<file path="src/rtl/conv_seq_pkg.sv">
`default_nettype none
// =============================================================================
// Module : conv_seq_pkg
// Brief  : Shared state encoding and default sizing for the conv tile sequencer.
// Rev    : 1.0
// =============================================================================
package conv_seq_pkg;

  localparam int DEF_NUM_PE = 9;
  localparam int DEF_CNT_W  = 16;
  localparam int DEF_K_CYC  = 9;

  typedef enum logic [2:0] {
    ST_IDLE    = 3'd0,
    ST_LOAD_W  = 3'd1,
    ST_LOAD_IN = 3'd2,
    ST_COMPUTE = 3'd3,
    ST_DONE    = 3'd4
  } seq_state_e;

  // A one-cycle burst still needs a 1-bit counter.
  function automatic int kc_width(input int k);
    return (k > 1) ? $clog2(k) : 1;
  endfunction

endpackage
`default_nettype wire

</file>
<file path="src/rtl/conv_tile_sequencer_tile_counter_chain.sv">
`default_nettype none
// =============================================================================
// Module : tile_counter_chain
// Brief  : Four nested wrap counters (w innermost, oc outermost) with last flags.
// Rev    : 1.0
// =============================================================================
module tile_counter_chain
  import conv_seq_pkg::*;
#(
  parameter int CNT_W = DEF_CNT_W
) (
  input  logic             clk_i,
  input  logic             rstn_i,
  input  logic             load_i,
  input  logic             inc_i,
  input  logic [CNT_W-1:0] cnt_w_i,
  input  logic [CNT_W-1:0] cnt_h_i,
  input  logic [CNT_W-1:0] cnt_ic_i,
  input  logic [CNT_W-1:0] cnt_oc_i,
  output logic [CNT_W-1:0] w_idx_o,
  output logic [CNT_W-1:0] h_idx_o,
  output logic [CNT_W-1:0] ic_idx_o,
  output logic [CNT_W-1:0] oc_idx_o,
  output logic             w_last_o,
  output logic             h_last_o,
  output logic             ic_last_o,
  output logic             oc_last_o
);

  // Slot 0 = w, 1 = h, 2 = ic, 3 = oc.
  logic [3:0][CNT_W-1:0] idx_q;
  logic [3:0][CNT_W-1:0] idx_d;
  logic [3:0][CNT_W-1:0] max_q;
  logic [3:0][CNT_W-1:0] max_d;
  logic [3:0][CNT_W-1:0] cnt_in;
  logic [3:0]            last;

  assign cnt_in = {cnt_oc_i, cnt_ic_i, cnt_h_i, cnt_w_i};

  // Store the highest index rather than the count; a zero count behaves as one.
  always_comb begin
    for (int i = 0; i < 4; i++) begin
      max_d[i] = (cnt_in[i] == '0) ? '0 : (cnt_in[i] - CNT_W'(1));
      last[i]  = (idx_q[i] == max_q[i]);
    end
  end

  always_comb begin
    logic carry;
    carry = inc_i && !(&last);
    for (int i = 0; i < 4; i++) begin
      idx_d[i] = idx_q[i];
      if (carry) begin
        if (last[i]) begin
          idx_d[i] = '0;
        end else begin
          idx_d[i] = idx_q[i] + CNT_W'(1);
        end
        carry = last[i];
      end
    end
  end

  always_ff @(posedge clk_i) begin
    if (!rstn_i) begin
      idx_q <= '0;
      max_q <= '0;
    end else if (load_i) begin
      idx_q <= '0;
      max_q <= max_d;
    end else begin
      idx_q <= idx_d;
    end
  end

  assign w_idx_o   = idx_q[0];
  assign h_idx_o   = idx_q[1];
  assign ic_idx_o  = idx_q[2];
  assign oc_idx_o  = idx_q[3];
  assign w_last_o  = last[0];
  assign h_last_o  = last[1];
  assign ic_last_o = last[2];
  assign oc_last_o = last[3];

endmodule
`default_nettype wire

</file>
<file path="src/rtl/conv_tile_sequencer.sv">
`default_nettype none
// =============================================================================
// Module : conv_tile_sequencer
// Brief  : Layer/tile control FSM: weight and input fetch, fixed-length compute bursts.
// Rev    : 1.0
// =============================================================================
module conv_tile_sequencer
  import conv_seq_pkg::*;
#(
  parameter int NUM_PE = DEF_NUM_PE,
  parameter int CNT_W  = DEF_CNT_W,
  parameter int K_CYC  = DEF_K_CYC
) (
  input  logic              clk_i,
  input  logic              rstn_i,
  input  logic              cfg_valid_i,
  output logic              cfg_ready_o,
  input  logic [CNT_W-1:0]  cfg_w_i,
  input  logic [CNT_W-1:0]  cfg_h_i,
  input  logic [CNT_W-1:0]  cfg_ic_i,
  input  logic [CNT_W-1:0]  cfg_oc_i,
  input  logic [NUM_PE-1:0] cfg_pe_mask_i,
  input  logic              cfg_last_i,
  output logic              weight_req_o,
  input  logic              weight_ack_i,
  output logic              input_loader_req_o,
  input  logic              input_loader_ack_i,
  input  logic              compute_stall_i,
  output logic              layer_start_o,
  output logic              dataflow_en_o,
  output logic [NUM_PE-1:0] conv_vld_o,
  output logic [CNT_W-1:0]  w_idx_o,
  output logic [CNT_W-1:0]  h_idx_o,
  output logic [CNT_W-1:0]  ic_idx_o,
  output logic [CNT_W-1:0]  oc_idx_o,
  output logic              is_last_layer_o,
  output logic              layer_done_o
);

  localparam int              KC_W    = kc_width(K_CYC);
  localparam logic [KC_W-1:0] KC_LAST = KC_W'(K_CYC - 1);

  seq_state_e        state_q, state_d;
  logic [KC_W-1:0]   kc_q, kc_d;
  logic              run_q, run_d;
  logic [NUM_PE-1:0] pe_mask_q, pe_mask_d;
  logic              cfg_ready_q, cfg_ready_d;
  logic              weight_req_q, weight_req_d;
  logic              input_req_q, input_req_d;
  logic              layer_start_q, layer_start_d;
  logic              dataflow_en_q, dataflow_en_d;
  logic [NUM_PE-1:0] conv_vld_q, conv_vld_d;
  logic              is_last_q, is_last_d;
  logic              layer_done_q, layer_done_d;
  logic              accept;
  logic              burst_end;
  logic              w_last, h_last, ic_last, oc_last;

  tile_counter_chain #(
    .CNT_W (CNT_W)
  ) u_counters (
    .clk_i     (clk_i),
    .rstn_i    (rstn_i),
    .load_i    (accept),
    .inc_i     (burst_end),
    .cnt_w_i   (cfg_w_i),
    .cnt_h_i   (cfg_h_i),
    .cnt_ic_i  (cfg_ic_i),
    .cnt_oc_i  (cfg_oc_i),
    .w_idx_o   (w_idx_o),
    .h_idx_o   (h_idx_o),
    .ic_idx_o  (ic_idx_o),
    .oc_idx_o  (oc_idx_o),
    .w_last_o  (w_last),
    .h_last_o  (h_last),
    .ic_last_o (ic_last),
    .oc_last_o (oc_last)
  );

  always_comb begin
    state_d   = state_q;
    kc_d      = kc_q;
    accept    = 1'b0;
    burst_end = 1'b0;
    case (state_q)
      ST_IDLE: begin
        if (cfg_valid_i) begin
          accept  = 1'b1;
          state_d = ST_LOAD_W;
        end
      end
      ST_LOAD_W: begin
        if (weight_ack_i) state_d = ST_LOAD_IN;
      end
      ST_LOAD_IN: begin
        if (input_loader_ack_i) state_d = ST_COMPUTE;
      end
      ST_COMPUTE: begin
        // run_q marks the non-stalled cycles; only those advance the burst.
        if (run_q) begin
          if (kc_q == KC_LAST) begin
            burst_end = 1'b1;
            kc_d      = '0;
            if (!w_last || !h_last) begin
              state_d = ST_LOAD_IN;
            end else if (!ic_last || !oc_last) begin
              state_d = ST_LOAD_W;
            end else begin
              state_d = ST_DONE;
            end
          end else begin
            kc_d = kc_q + KC_W'(1);
          end
        end
      end
      ST_DONE: begin
        state_d = ST_IDLE;
      end
      default: begin
        state_d = ST_IDLE;
      end
    endcase

    pe_mask_d     = accept ? cfg_pe_mask_i : pe_mask_q;
    run_d         = (state_d == ST_COMPUTE) && !compute_stall_i;
    cfg_ready_d   = (state_d == ST_IDLE);
    weight_req_d  = (state_d == ST_LOAD_W);
    input_req_d   = (state_d == ST_LOAD_IN);
    layer_start_d = accept;
    dataflow_en_d = (state_d == ST_COMPUTE);
    conv_vld_d    = run_d ? pe_mask_d : '0;
    layer_done_d  = (state_d == ST_DONE);
    if (accept) begin
      is_last_d = cfg_last_i;
    end else if (state_d == ST_IDLE) begin
      is_last_d = 1'b0;
    end else begin
      is_last_d = is_last_q;
    end
  end

  always_ff @(posedge clk_i) begin
    if (!rstn_i) begin
      state_q       <= ST_IDLE;
      kc_q          <= '0;
      run_q         <= 1'b0;
      pe_mask_q     <= '0;
      cfg_ready_q   <= 1'b1;
      weight_req_q  <= 1'b0;
      input_req_q   <= 1'b0;
      layer_start_q <= 1'b0;
      dataflow_en_q <= 1'b0;
      conv_vld_q    <= '0;
      is_last_q     <= 1'b0;
      layer_done_q  <= 1'b0;
    end else begin
      state_q       <= state_d;
      kc_q          <= kc_d;
      run_q         <= run_d;
      pe_mask_q     <= pe_mask_d;
      cfg_ready_q   <= cfg_ready_d;
      weight_req_q  <= weight_req_d;
      input_req_q   <= input_req_d;
      layer_start_q <= layer_start_d;
      dataflow_en_q <= dataflow_en_d;
      conv_vld_q    <= conv_vld_d;
      is_last_q     <= is_last_d;
      layer_done_q  <= layer_done_d;
    end
  end

  assign cfg_ready_o        = cfg_ready_q;
  assign weight_req_o       = weight_req_q;
  assign input_loader_req_o = input_req_q;
  assign layer_start_o      = layer_start_q;
  assign dataflow_en_o      = dataflow_en_q;
  assign conv_vld_o         = conv_vld_q;
  assign is_last_layer_o    = is_last_q;
  assign layer_done_o       = layer_done_q;

endmodule
`default_nettype wire

</file>
<file path="config.mk">
export PLATFORM = sky130hd
export DESIGN_NAME = conv_tile_sequencer
export DESIGN_NICKNAME = d
export VERILOG_FILES = /design/src/rtl/conv_seq_pkg.sv /design/src/rtl/conv_tile_sequencer_tile_counter_chain.sv /design/src/rtl/conv_tile_sequencer.sv
export SDC_FILE = /design/constraint.sdc
export NUM_CORES = 1
export LEC_CHECK = 0
export CAP_MARGIN = 20
export CORE_UTILIZATION = 56
export DETAILED_ROUTE_END_ITERATION = 6
export PLACE_DENSITY = 0.93
export SLEW_MARGIN = 40
export SYNTH_ARGS = -nofsm -noshare
export SYNTH_HDL_FRONTEND = slang
export SYNTH_SLANG_ARGS = --single-unit
</file>
<file path="constraint.sdc">
create_clock -name clk_i -period 5.1 [get_ports clk_i]
set_input_delay 0.51 -clock clk_i [delete_from_list [all_inputs] [get_ports clk_i]]
set_output_delay 0.51 -clock clk_i [all_outputs]
set_load 0.05 [all_outputs]
</file>
==> reports/metrics.cfg, run 1 <==
[yosys]
avgSynthCellArea_um2 = 8.45
synth.top_cell.area_share_pct = 40.3
syn_nets = 1037
yosys-top-cells-area = dfxtp_1 (40%), xor2_1 (9.1%), o21ai_0 (5.9%), nand2_1 (4.6%), xnor2_1 (3.9%)
yosysMostFrequentCell = dfxtp_1
synth.distinct_cells = 54
synthArstFlopShare_pct = 0
synth_edf_count = 0
synth_largest_area_cell = dfxtp_1
ys_ff_latch = 161
post_synth_instance_area_um2 = 8000
yosysSeqAreaShare_pct = 40.3
yosysWarnings = 0
dominantRegCellSynth = dfxtp_1
syn_inst = 947
synthTopCellsByCount = dfxtp_1 (161), nand2_1 (97), o21ai_0 (94)

[clock_network]
path_clk_slew_ns = 0.06
clk_latency_ns = 0.43
htreeDepth = 4
clock_sinks = 161
ctsHoldBuffers = 0
postCtsResizedCells = 0
clock_path_buffers = 2
clock-root-buffer = clkbuf_16
cts_buffers = 17
post_cts_buffers = 0
tritoncts = yes

[floorplan]
core_area_um2 = 13900
rows = 43
die_area_um2 = 14800
fp.dieW_um = 122
initial_core_util_pct = 57.4
ios = 160
fp.dieH_um = 122

[critical_path]
crit_arrival_ns = 3.43
start_kind = register
endpoint_kind = register
critPathKind = register to register
cp.required_ns = 5.48
critPathMaxFanout = 46

[timing]
rsz0062_at_grt = no
hold_viol = 0
fin_crit_ns = 3.05
timing.fmax_ghz = 0.328
slew_headroom_pct = 47.0
finalCritPeriodShare_pct = 59.8
worst_pin_slew_ns = 0.792
slew_violations = 0
setup_viol = 0
setup_tns_ns = 0
clock_skew_ns = 0.00659

[finish]
layout-drive-gt1-share_pct = 4.78
final_util_pct = 74.3
n_antenna_cell = 0
final_nets = 1185
syn_to_final_growth_pct = 29.4
finalInstanceArea_um2 = 10400
fillers = 996

[routing]
postRouteAntennaNets = 0
vias = 7638
routed_wl_mm = 20.3
drc_errors = 0
firstDrtPassIters = 5
drt_iter0_drc = 471
viasPerCell = 5.93
avgRoutedWirePerCell_um = 15.8

[pwr]
vdd_drop_max_mv = 0.243
power.density_nw_per_um2 = 283
leakage_nw = 3.82
power.total_mw = 2.93

[global_routing]
grt_pass1_vias = 7035
grt_overflow = 0
grt_pass1_wl_mm = 33.0
grt_antenna_before_repair = 0
grt_max_degree = 47
grt_usage_pct = 28.3

[flow_run]
maxCapViolations = 0

[status]
status = finished, final reports clean

[placement]
gp_congestion = 0.852
place_area_um2 = 9780
dp_hpwl_mm = 14.4
io_buffers = 159

[hold_path]
hold_class = register to register

where the power goes:
part,switching [mW],internal (mW)
clock network,0.487,0.735
registers,0.0329,1.31
logic,0.207,0.153
total,0.727,2.20
final cells by class:
class	count	area [um^2]	area share, %
clock buffer	28	517	4.99
clock inverter	4	47.5	0.459
inverter	21	78.8	0.761
multi-input combinational	723	4590	44.3
sequential	161	3220	31.1
tap	180	225	2.17
timing repair buffer	171	1680	16.2
metal layers:
metal | global-route usage, % | up-vias | wire, um
met5 | 0 | - | 0
met4 | 12.3 | 0 | 516
met3 | 7.30 | 44 | 1420
met2 | 46.1 | 313 | 9930
met1 | 35.3 | 3564 | 8450
li1 | - | 3717 | -
cells in the final DEF (no fill, tap or decap), types with 3 or more instances in the layout:
cell type,n
and3_1,9
o31ai_1,30
ha_1,10
a21oi_1,62
clkdlybuf4s50_1,159
nor2b_1,12
a211oi_1,3
clkbuf_16,17
nand2b_1,8
xor2_1,83
clkbuf_8,5
or3_1,37
or4_1,30
nand2_1,97
and4_1,8
dfxtp_1,161
and2_1,5
nand3b_1,3
nor3_1,24
mux2i_1,10
nor2_1,35
nor4_1,28
o21ai_0,94
a21o_1,5
o211ai_1,4
xnor2_1,36
clkbuf_1,6
nand3_1,39
or2_2,4
nand4_1,19
buf_4,11
inv_1,21
cell families (layout without fill, tap and decap cells):
logic type                 count (synthesis)  count (layout)  synth area share [%]
DFF                                      161             161                  40.3
buffers and inverters                     63             224                  3.13
AOI/OAI and AO/OA                        217             217                  16.0
xor gates and xnor gates                 119             119                  13.0
adders and majority gates                 10              10                  1.56
and+or+nand+nor                          367             367                  24.8
muxes                                     10              10                  1.25
worst max-delay path, stage by stage, from the launching register on:
cell	delay (ns)
dfxtp_1	0.37
xor2_1	0.18
nor4_1	0.45
nand4_1	0.50
o2111ai_2	0.32
buf_4	0.40
nand2_1	0.41
o21ba_2	0.36
registers in the layout (all words and copies together) (netlist names):
| name | cells |
|---|---|
| cfg_ready_o | 1 |
| u_counters.h_idx_o | 16 |
| run_q | 1 |
| state_q | 3 |
| pe_mask_q | 9 |
| is_last_layer_o | 1 |
| u_counters.max_q | 64 |
| u_counters.oc_idx_o | 16 |
| input_loader_req_o | 1 |
| layer_start_o | 1 |
| weight_req_o | 1 |
| conv_vld_o | 9 |
| kc_q | 4 |
| u_counters.ic_idx_o | 16 |
| u_counters.w_idx_o | 16 |
| layer_done_o | 1 |
| dataflow_en_o | 1 |
final timing paths:
path,from,end,slack (ns),cells after the start
max,u_counters.oc_idx_o[9],u_counters.h_idx_o[15],2.05,7
min,u_counters.max_q[39],u_counters.max_q[39],0.47,2
max reg2reg,u_counters.oc_idx_o[9],u_counters.h_idx_o[15],2.05,7
min reg2reg,u_counters.max_q[39],u_counters.max_q[39],0.47,2
metrics by stage:
step	setup slack, ns	hold WS (ns)	std cells
detailed placement	1.90	0.462	1255
finish	2.05	0.472	1288
global route	1.80	0.483	1288
global placement	1.70	0.444	1255
CTS	2.10	0.476	1287
floorplan	2.40	0.437	947
No activity file was read; power rests on OpenSTA's default activity.
==> run 2: changes to the inputs <==
Settings changed: CORE_UTILIZATION 56 to 47, PLACE_DENSITY 0.93 to 0.84.
Clock period 5.1 ns to 2.7 ns, I/O delays scaled along.
==> run 2 against run 1 <==
Critical path type unchanged. Highest routed layer unchanged. Combinational power up 100%. Sequential share of layout area shrank 1.5 points. Sequential power grew 90%.
==> reports/metrics.cfg, run 2 (synthesis gave the netlist of run 1 again) <==
[hold_path]
hold_depth = 2  ; unchanged
hold_class = primary input to register  ; was register to register

[routing]
drc_errors = 0  ; unchanged
avgRoutedWirePerCell_um = 15.5  ; was 15.8 um
vias = 7742  ; was 7638
postRouteAntennaNets = 0  ; unchanged
firstDrtPassIters = 5  ; unchanged
viasPerCell = 5.58  ; was 5.93
routed_wl_mm = 21.5  ; was 20.3 mm
wl_met2_mm = 10.7  ; was 9.93 mm
highest_layer = met4  ; unchanged
route.met3.wl_um = 949  ; was 1.42 mm
met1_length_mm = 9.45  ; was 8.45 mm
drt_iter0_drc = 427  ; was 471

[clock_network]
clock_path_buffers = 2  ; unchanged
postCtsResizedCells = 0  ; unchanged
tritoncts = yes  ; unchanged
cts_buffers = 17  ; unchanged
clock-root-buffer = clkbuf_16  ; unchanged
ctsHoldBuffers = 0  ; unchanged
clk_latency_ns = 0.42  ; was 0.43 ns
htreeDepth = 4  ; unchanged
path_clk_slew_ns = 0.07  ; was 0.06 ns
clock_sinks = 161  ; unchanged
post_cts_buffers = 0  ; unchanged

[timing]
slew_headroom_pct = 62.0  ; was 47.0%
clock_skew_ns = 0.0117  ; was 0.00659 ns
rsz0062_at_grt = no  ; unchanged
slew_violations = 0  ; unchanged
finalHoldWorstSlack_ns = 0.450  ; was 0.472 ns
timing.fmax_ghz = 0.389  ; was 0.328 GHz
finalCritPeriodShare_pct = 95.2  ; was 59.8%
worst_pin_slew_ns = 0.569  ; was 0.792 ns
hold_viol = 0  ; unchanged
setup_tns_ns = 0  ; unchanged
fin_crit_ns = 2.57  ; was 3.05 ns
setup_viol = 0  ; unchanged

[pwr]
p_switching_mw = 1.41  ; was 0.727 mW
power.total_mw = 5.64  ; was 2.93 mW
pwr-share-seq_pct = 45.1  ; was 45.9%
p_clk_share_pct = 42.0  ; was 41.8%
vdd_drop_max_mv = 0.458  ; was 0.243 mV
power.density_nw_per_um2 = 517  ; was 283 nW/um^2
comb_power_share_pct = 12.9  ; was 12.3%
swShare_pct = 25.0  ; was 24.8%
leakage_nw = 4.14  ; was 3.82 nW
intPower_mw = 4.23  ; was 2.20 mW

[finish]
final_cell_mix = dfxtp_1 (161), clkdlybuf4s50_1 (159), nand2_1 (96), o21ai_0 (94), xor2_1 (83)  ; was dfxtp_1 (161), clkdlybuf4s50_1 (159), nand2_1 (97), o21ai_0 (94), xor2_1 (83)
post_layout_nonfiller_instances = 1388  ; was 1288
final_nets = 1246  ; was 1185
final_common_cell = dfxtp_1  ; unchanged
syn_to_final_growth_pct = 36.2  ; was 29.4%
max_flop_register = u_counters.max_q  ; unchanged
largest_register_ff_count = 64  ; unchanged
final_util_pct = 65.7  ; was 74.3%
n_antenna_cell = 0  ; unchanged
layout-drive-gt1-share_pct = 10.4  ; was 4.78%

[floorplan]
fp.dieW_um = 132  ; was 122 um
die_area_um2 = 17500  ; was 14800 um^2
rows = 47  ; was 43
fp.dieH_um = 132  ; was 122 um
core_area_um2 = 16600  ; was 13900 um^2
ios = 160  ; unchanged
initial_core_util_pct = 48.2  ; was 57.4%

[placement]
place_inst = 1357  ; was 1255
io_buffers = 159  ; unchanged
gp_congestion = 0.833  ; was 0.852
dp_hpwl_mm = 15.8  ; was 14.4 mm

[critical_path]
start_kind = register  ; unchanged
endpoint_kind = register  ; unchanged
cp.required_ns = 3.05  ; was 5.48 ns
crit_arrival_ns = 2.92  ; was 3.43 ns
critPathMaxFanout = 11  ; was 46
r2r_slack_ns = 0.13  ; was 2.05 ns
critPathKind = register to register  ; unchanged
ff2ff_path_depth = 9  ; was 7

[status]
status = finished, final reports clean  ; unchanged

[global_routing]
grt_usage_pct = 24.9  ; was 28.3%
grt_pass1_wl_mm = 35.5  ; was 33.0 mm
grt_overflow = 0  ; unchanged
grt_pass1_vias = 7479  ; was 7035
grt_antenna_before_repair = 0  ; unchanged
grt_max_degree = 47  ; unchanged

[flow_run]
maxCapViolations = 0  ; unchanged

==> run 2: metal layers <==
layer  vias up  GRT usage [%]
met4         0           8.30
met5         -              0
met2       199           43.1
li1       3840              -
met1      3675           31.4
met3        28           4.25
==> run 2: power by group through the flow <==
stage          Clock [mW]  Combinational (mW)  Sequential (mW)
2_1_floorplan           0               0.356             2.61
3_3_place_gp            0               0.700             2.59
3_5_place_dp            0               0.717             2.59
4_1_cts              2.40               0.723             2.54
5_1_grt              2.50               0.795             2.55
6_report             2.37               0.729             2.54
==> run 2: cell type report <==
type	count	area, um^2
Sequential cell	161	3220
Timing Repair Buffer	232	2160
Multi-Input combinational cell	723	4570
Inverter	21	78.8
Tap cell	220	275
Fill cell	1371	5690
Clock inverter	6	70.1
Clock buffer	25	515
==> run 2: stage by stage <==
step	area (um^2)	setup WS, ns
final	10900	0.129
after global routing	10900	0.0116
after CTS	10900	0.0310
after detailed placement	10300	-0.0994
after global placement	10300	-0.0199
after floorplan	8000	0.0109
==> run 2: critical path, stage by stage (launching register included) <==
cell,delay [ns]
dfxtp_1,0.33
inv_1,0.10
ha_2,0.20
nand4b_4,0.12
or3_1,0.35
or3_1,0.36
a311o_1,0.37
buf_4,0.18
or3_1,0.35
a21oi_1,0.14
==> run 2: worst paths after layout <==
path,from,to
setup reg to reg,kc_q[0],u_counters.h_idx_o[11]
setup / recovery,kc_q[0],u_counters.h_idx_o[11]
hold / removal,cfg_last_i,is_last_layer_o
hold reg to reg,u_counters.max_q[45],u_counters.max_q[45]
==> run 3: changes to the inputs <==
--- a/config.mk
+++ b/config.mk
@@ -15 +15,2 @@
 export SYNTH_SLANG_ARGS = --single-unit
+export TNS_END_PERCENT = 1
--- a/constraint.sdc
+++ b/constraint.sdc
@@ -3,2 +3,2 @@
 set_output_delay 0.27 -clock clk_i [all_outputs]
-set_load 0.05 [all_outputs]
+set_load 0.005 [all_outputs]
==> run 3 against run 2 <==
Hold slack improved by 0.017 ns. Final area increased by 0.47%. Die area unchanged. Power increased by 2.8%. Critical path type unchanged. Largest cell class unchanged.
==> reports/metrics.cfg, run 3 (synthesis gave the netlist of run 1 again) <==
[finish]
layout-drive-gt1-share_pct = 10.6  ; was 10.4%
final_nets = 1248  ; was 1246
post_layout_nonfiller_instances = 1390  ; was 1388
final_util_pct = 66.0  ; was 65.7%
final_common_cell = dfxtp_1  ; unchanged
fillers = 1355  ; was 1371
final_cell_mix = dfxtp_1 (161), clkdlybuf4s50_1 (159), nand2_1 (96), o21ai_0 (94), xor2_1 (83)  ; unchanged
seq_area_um2 = 3220  ; unchanged
n_antenna_cell = 0  ; unchanged
largest_register_ff_count = 64  ; unchanged
multi_input_area_um2 = 4570  ; about the same
max_flop_register = u_counters.max_q  ; unchanged
syn_to_final_growth_pct = 36.8  ; was 36.2%

[clock_network]
htreeDepth = 4  ; unchanged
path_clk_slew_ns = 0.06  ; was 0.07 ns
cts_buffers = 17  ; unchanged
clock_sinks = 161  ; unchanged
ctsHoldBuffers = 0  ; unchanged
tritoncts = yes  ; unchanged
clock-root-buffer = clkbuf_16  ; unchanged
clk_latency_ns = 0.43  ; was 0.42 ns
clock_path_buffers = 2  ; unchanged

[placement]
place_ws_ns = -0.188  ; was -0.0994 ns
dp_hpwl_mm = 16.2  ; was 15.8 mm
place_inst = 1359  ; was 1357
io_buffers = 159  ; unchanged
gp_congestion = 0.851  ; was 0.833

[critical_path]
r2r-end = u_counters.oc_idx_o[7]  ; was u_counters.h_idx_o[11]
crit_path_end = u_counters.oc_idx_o[7]  ; was u_counters.h_idx_o[11]
r2r_slack_ns = 0.07  ; was 0.13 ns
crit_arrival_ns = 2.98  ; was 2.92 ns
critPathMaxFanout = 46  ; was 11
cp.required_ns = 3.06  ; was 3.05 ns
endpoint_kind = register  ; unchanged
critPathKind = register to register  ; unchanged
worstReg2RegStart = u_counters.h_idx_o[2]  ; was kc_q[0]
ff2ff_path_depth = 7  ; was 9
crit_path_start = u_counters.h_idx_o[2]  ; was kc_q[0]
start_kind = register  ; unchanged

[timing]
setup_viol = 0  ; unchanged
hold_viol = 0  ; unchanged
timing.fmax_ghz = 0.381  ; was 0.389 GHz
slew_violations = 0  ; unchanged
worst_pin_slew_ns = 0.565  ; was 0.569 ns
finalCritPeriodShare_pct = 97.3  ; was 95.2%
slew_headroom_pct = 62.4  ; was 62.0%
finalHoldWorstSlack_ns = 0.467  ; was 0.450 ns
fin_ws_ns = 0.0741  ; was 0.129 ns
clock_skew_ns = 0.0116  ; was 0.0117 ns
setup_tns_ns = 0  ; unchanged
fin_crit_ns = 2.63  ; was 2.57 ns

[floorplan]
ios = 160  ; unchanged
rows = 47  ; unchanged
fp.dieH_um = 132  ; unchanged
die_area_um2 = 17500  ; unchanged
core_area_um2 = 16600  ; unchanged
initial_core_util_pct = 48.2  ; unchanged
fp.dieW_um = 132  ; unchanged

[pwr]
swShare_pct = 24.3  ; was 25.0%
power.density_nw_per_um2 = 529  ; was 517 nW/um^2
p_switching_mw = 1.41  ; about the same
intPower_mw = 4.38  ; was 4.23 mW
p_clk_share_pct = 43.9  ; was 42.0%
vdd_drop_max_mv = 0.454  ; was 0.458 mV
comb_power_share_pct = 12.2  ; was 12.9%
leakage_nw = 4.18  ; was 4.14 nW
pwr-share-seq_pct = 43.9  ; was 45.1%

[global_routing]
grt_overflow = 0  ; unchanged
grt_max_degree = 47  ; unchanged
grt_pass1_wl_mm = 35.8  ; was 35.5 mm
grt_usage_pct = 25.2  ; was 24.9%
grt_pass1_vias = 7528  ; was 7479
grt_antenna_before_repair = 0  ; unchanged

[routing]
postRouteAntennaNets = 0  ; unchanged
drc_errors = 0  ; unchanged
vias = 7759  ; was 7742
firstDrtPassIters = 5  ; unchanged
avgRoutedWirePerCell_um = 15.7  ; was 15.5 um
viasPerCell = 5.58  ; about the same
routed_wl_mm = 21.9  ; was 21.5 mm
drt_iter0_drc = 529  ; was 427

[flow_run]
maxCapViolations = 0  ; unchanged

[hold_path]
hold_class = primary input to register  ; unchanged

[status]
status = finished, final reports clean  ; unchanged

run 3: cell types whose count changed in the layout (fill, tap and decap cells not counted), sizes merged:
cell      change
bufinv        +3
buf           +2
clkinv        +5
clkbuf        -6
clkinvlp      -2
run 3: power groups by stage:
stage	logic [mW]	registers, mW	clock network [mW]
after floorplan	0.356	2.58	0
after global placement	0.668	2.59	0
after detailed placement	0.689	2.59	0
after CTS	0.696	2.54	2.58
after global routing	0.772	2.55	2.68
final	0.708	2.54	2.54
run 3: worst max-delay path, cell delays in order, from the launching register on:
cell and delay, ns:
dfxtp_1 0.45, xor2_1 0.17, nor4_2 0.47, and4_2 0.39, o2111ai_2 0.17, buf_12 0.21, or4_1 0.51, a21oi_1 0.16
run 3: per-stage QoR:
step           total power, mW  cell area (um^2)
2_1_floorplan             2.93              8000
3_3_place_gp              3.26             10300
3_5_place_dp              3.28             10300
4_1_cts                   5.82             10900
5_1_grt                   6.00             10900
6_report                  5.79             10900
run 3: timing repair:
action | CTS | global route
gates resized for setup | 0 | 5
hold endpoints to repair | 0 | 0
setup buffers | 0 | 0
endpoints found under the setup margin | 0 | 39
run 3: cell type report:
type | count | area share [%]
multi-input cells | 723 | 41.7
clock inverters | 12 | 1.66
inverters | 21 | 0.720
well taps | 220 | 2.51
repair buffers | 234 | 19.9
flip-flops and latches | 161 | 29.4
clock buffers | 19 | 4.05
run 3: metal layers:
metal	GRT usage [%]	routed length, um	vias up
met5	0	0	-
met4	9.77	443	0
met3	4.83	919	41
met2	43.7	10900	227
met1	30.8	9630	3635
li1	-	-	3856
run 3: how the worst min path moves through the flow:
stage          slack (ns)                 start  depth (start not counted)                   end
6_report             0.47            cfg_w_i[0]                          2   u_counters.max_q[0]
5_1_grt              0.48            cfg_last_i                          2       is_last_layer_o
4_1_cts              0.45            cfg_last_i                          2       is_last_layer_o
3_5_place_dp         0.46  u_counters.max_q[37]                          2  u_counters.max_q[37]
3_3_place_gp         0.45  u_counters.max_q[61]                          2  u_counters.max_q[61]
2_1_floorplan        0.39            cfg_w_i[0]                          1   u_counters.max_q[0]
